File: config.mk
export PLATFORM = sky130hd
export DESIGN_NAME = phy_rx_lane_align
export DESIGN_NICKNAME = d
export VERILOG_FILES = /design/src/rtl/phy_rx_lane_align.sv
export SDC_FILE = /design/constraint.sdc
export NUM_CORES = 1
export LEC_CHECK = 0
export ABC_CLOCK_PERIOD_IN_PS = 2070
export CORE_MARGIN = 2
export CORE_UTILIZATION = 35
export CTS_BUF_LIST = sky130_fd_sc_hd__clkbuf_4 sky130_fd_sc_hd__clkbuf_8
export DETAILED_ROUTE_END_ITERATION = 16
export SETUP_SLACK_MARGIN = 0.15
export SYNTH_ARGS = -nofsm -noshare
export SYNTH_HDL_FRONTEND = slang
export SYNTH_SLANG_ARGS = --single-unit
File: constraint.sdc
create_clock -name clk_32f -period 2.07 [get_ports clk_32f]
set_input_delay 0.3105 -clock clk_32f [delete_from_list [all_inputs] [get_ports clk_32f]]
set_output_delay 0.3105 -clock clk_32f [all_outputs]
set_load 0.01 [all_outputs]
File: src/rtl/phy_rx_lane_align.sv
// Per-lane serial-to-parallel converter with sliding-window COM (comma) byte alignment.
// Locks after COM_COUNT consecutive aligned COMs, then delivers one byte every 8 clk_32f cycles.
module phy_rx_lane_align #(
   parameter int         COM_COUNT = 4,
   parameter logic [7:0] COM_SYM   = 8'hBC
) (
   input  logic       clk_32f,
   input  logic       reset,
   input  logic       data_in,
   output logic [7:0] byte_out,
   output logic       byte_valid,
   output logic       active,
   output logic       com_det
);

   typedef enum logic [1:0] {
      SEARCH = 2'd0,
      COUNT  = 2'd1,
      ACTIVE = 2'd2
   } state_t;

   localparam logic [3:0] LOCK_CNT = 4'(COM_COUNT);

   state_t     state;
   logic [7:0] sr;
   logic [2:0] bit_cnt;
   logic [3:0] com_cnt;
   logic [7:0] nxt;
   logic       is_com;
   logic       boundary;

   // The candidate byte includes the bit being sampled on this edge, so a byte is
   // recognised on the same edge that delivers its LSB.
   assign nxt      = {sr[6:0], data_in};
   assign is_com   = (nxt == COM_SYM);
   assign boundary = (bit_cnt == 3'd7);

   always_ff @(posedge clk_32f or negedge reset) begin
      if (!reset) begin
         state      <= SEARCH;
         sr         <= '0;
         bit_cnt    <= '0;
         com_cnt    <= '0;
         byte_out   <= '0;
         byte_valid <= 1'b0;
         active     <= 1'b0;
         com_det    <= 1'b0;
      end else begin
         sr         <= nxt;
         byte_valid <= 1'b0;
         com_det    <= 1'b0;
         case (state)
            SEARCH: begin
               // Sliding window: any bit position may start a byte until a COM matches.
               if (is_com) begin
                  bit_cnt <= '0;
                  com_cnt <= 4'd1;
                  com_det <= 1'b1;
                  if (COM_COUNT == 1) begin
                     state  <= ACTIVE;
                     active <= 1'b1;
                  end else begin
                     state <= COUNT;
                  end
               end
            end
            COUNT: begin
               bit_cnt <= bit_cnt + 3'd1;
               if (boundary) begin
                  if (is_com) begin
                     com_cnt <= com_cnt + 4'd1;
                     com_det <= 1'b1;
                     if (com_cnt + 4'd1 == LOCK_CNT) begin
                        state  <= ACTIVE;
                        active <= 1'b1;
                     end
                  end else begin
                     com_cnt <= '0;
                     state   <= SEARCH;
                  end
               end
            end
            ACTIVE: begin
               // Lock is held until reset; in-band COMs are idles and never delivered.
               bit_cnt <= bit_cnt + 3'd1;
               if (boundary) begin
                  if (is_com) begin
                     com_det <= 1'b1;
                  end else begin
                     byte_out   <= nxt;
                     byte_valid <= 1'b1;
                  end
               end
            end
            default: state <= SEARCH;
         endcase
      end
   end

endmodule

==> out/qor.yml <==
finish:
  final_area_mm2: 0.001580
  diodes: 0
  register_area_um2: 675.6
  syn_to_final_growth_pct: 18.48
  layout.nets: 139
  fin_util_pct: 43.16
  drive_gt1_share_pct: 14.96
  multiInputGateArea_um2: 613.1
  fin_cells: 175
  final.fill_count: 327
sta:
  whs_ns: 0.4037
  final.setup_skew_ns: 0.001221
  setup_slack_ns: 0.3508
  rsz0062_at_grt: "no"
  post-route-period-util_pct: 83.05
  finalCriticalPeriod_ns: 1.719
  drv_slew: 0
  hold_violations: 0
  finalSetupViolations: 0
  tightestPinTransition_ns: 0.3784
  setup_tns_ns: 0
  max_slew_margin_pct: 74.58
  timing.fmax_mhz: 581.7
setup_path:
  crit_start: "data_in"
  crit_path_top_delay_cell: "clkdlybuf4s50_1"
  cpPeakStageDelay_ns: 0.51
  setup.worst_path.class: "input port to register"
  rr_worst_depth: 6
  cp_data_required_time_ns: 2.23
  crit_path_max_fanout: 10
  crit_chain: "clkdlybuf4s50_1, and4bb_2, nand2_4, and3_4, mux2_4"
  end_kind: "register"
  r2r_start: "com_cnt[0]$_DFFE_PN0P_"
  critPathLaunchType: "input port"
  arrival_ns: 1.88
floorplanning:
  std_cell_rows: 22
  core_mm2: 0.003661
  start_util_pct: 36.43
  die_w_um: 65.73
  die_area_mm2: 0.004320
  ios: 14
  die_y_um: 65.73
cts:
  cts_sinks: 27
  clk_latency_ns: 0.27
  cts_buffer_depth: 2
  cts_hold_buf: 0
  root_buffer: "clkbuf_8"
  cts_resized: 0
  cts_setup_buffers: 0
  cts_tree: "done"
  cts.reportedPaths.clkPinSlew_ns: 0.09
  cts_buffers: 3
  h-tree-depth: 1
yosys:
  syn_nets: 120
  yosysWarnings: 0
  ys_top_cells_by_area: "dfrtp_1, mux2_4, ha_1"
  yosys.area_share.simple_pct: 14.26
  synth_seq_cells: 27
  synth.most_common_cell: "dfrtp_1"
  yosys.area.top_type_share_pct: 50.66
  synth_edf_count: 0
  synth_compound_area_share_pct: 11.35
  synth.cell_area_mm2: 0.001334
  synth_top_family_by_area: "simple AND/OR/NAND/NOR gates"
  yosys.area.top_type: "dfrtp_1"
  syn_area_per_cell_um2: 12.24
  synth_xor_area_share_pct: 0
  synthAdderAreaFrac_pct: 7.505
  async_flop_share_pct: 100.0
  synthMuxAreaShare_pct: 12.85
  ys_types: 40
  synth_seq_area_share_pct: 50.66
  synthFlopType: "dfrtp_1"
  syn_inst: 109
  synth.top_cells.by_count: "dfrtp_1, ha_1, inv_1, mux2_4, nand2_1"
global_routing:
  grt_pass1_vias: 883
  grtUsageTotal_pct: 12.41
  gr-total-overflow: 0
  grtUsageMet2_pct: 19.70
  grt_max_degree: 28
  antenna_found_initial: 0
  grt_use_met3_pct: 3.767
  grt_pass1_wl_um: 4119
  grtUsageMet1_pct: 16.94
  busiest_layer: "met2"
power:
  p_per_area_mw_per_mm2: 602.7
  p_leak_nw: 0.7116
  vdd_drop_max_mv: 0.4892
  power_mw: 0.9525
place:
  preCtsSetupSlack_ns: 0.04914
  dp_hpwl_um: 1684
  place.gp.congestion: 0.9122
  io_buffers: 13
  placed_area_mm2: 0.001531
  dp.cells: 171
detailed_routing:
  dr.pass1.iters: 4
  ant_nets: 0
  drc_errors: 0
  wire_per_inst_um: 13.38
  avgViaCountPerCell: 5.126
  drt_wl_total_um: 2342
  initialDrtViolationCount: 15
  vias: 897
hold_path:
  worstHoldPathType: "input port to asynchronous set/reset pin"
outcome:
  status: "completed"
run:
  maxCapViolations: 0
## sequential cells by signal (all words and copies together) (netlist names)
name	flops
byte_out	8
sr	7
com_cnt	4
bit_cnt	3
state	2
active	1
byte_valid	1
com_det	1
## cell usage in the layout, fill, tap and decap left out, types with 3 or more instances in the layout
cell type	n
o31ai_1	3
mux2i_1	4
nand2_1	6
nor2_1	4
dfrtp_1	27
a21oi_1	5
ha_1	8
buf_4	3
clkdlybuf4s50_1	13
mux2_4	8
inv_1	8
clkbuf_8	3
## where the power goes
part	internal, mW	leakage, nW	switching [mW]
registers	0.541	0.355	0.0119
logic	0.0379	0.334	0.0584
clock network	0.137	0.0217	0.167
## layer usage
layer	vias up	part of all wire (%)
li1	434	-
met1	445	49
met2	16	47
met3	2	4.3
met4	0	0.34
met5	-	0
## worst max-delay path, delay by kind of cell
| family | cells | cell delay, ns |
|---|---|---|
| buffers and inverters | 1 | 0.51 |
| and+or+nand+nor | 3 | 0.73 |
| muxes | 1 | 0.32 |
## cells by family after synthesis
group,count (synthesis)
fa+ha+maj,8
simple gates,29
buf+inv,10
mux,13
compound gates,22
flops,27
## final cells by class
| cell class | instances | area share, % |
|---|---|---|
| Sequential cell | 27 | 42.76 |
| Tap cell | 48 | 3.800 |
| Clock buffer | 3 | 2.613 |
| Inverter | 8 | 1.900 |
| Timing Repair Buffer | 16 | 9.659 |
| Clock inverter | 1 | 0.4751 |
| Multi-Input combinational cell | 72 | 38.80 |
## final timing paths
kind / end / slack, ns
worst max-delay path: byte_out[0]$_DFFE_PN0P_ / 0.35
worst max register to register: state[1]$_DFFE_PN0P_ / 0.36
max in group asynchronous: sr[1]$_DFF_PN0_ / 1.42
min in group clk_32f: sr[6]$_DFF_PN0_ / 0.43
worst min register to register: sr[6]$_DFF_PN0_ / 0.43
worst min-delay path: com_cnt[0]$_DFFE_PN0P_ / 0.40
Power figures use the tool's default switching activity.
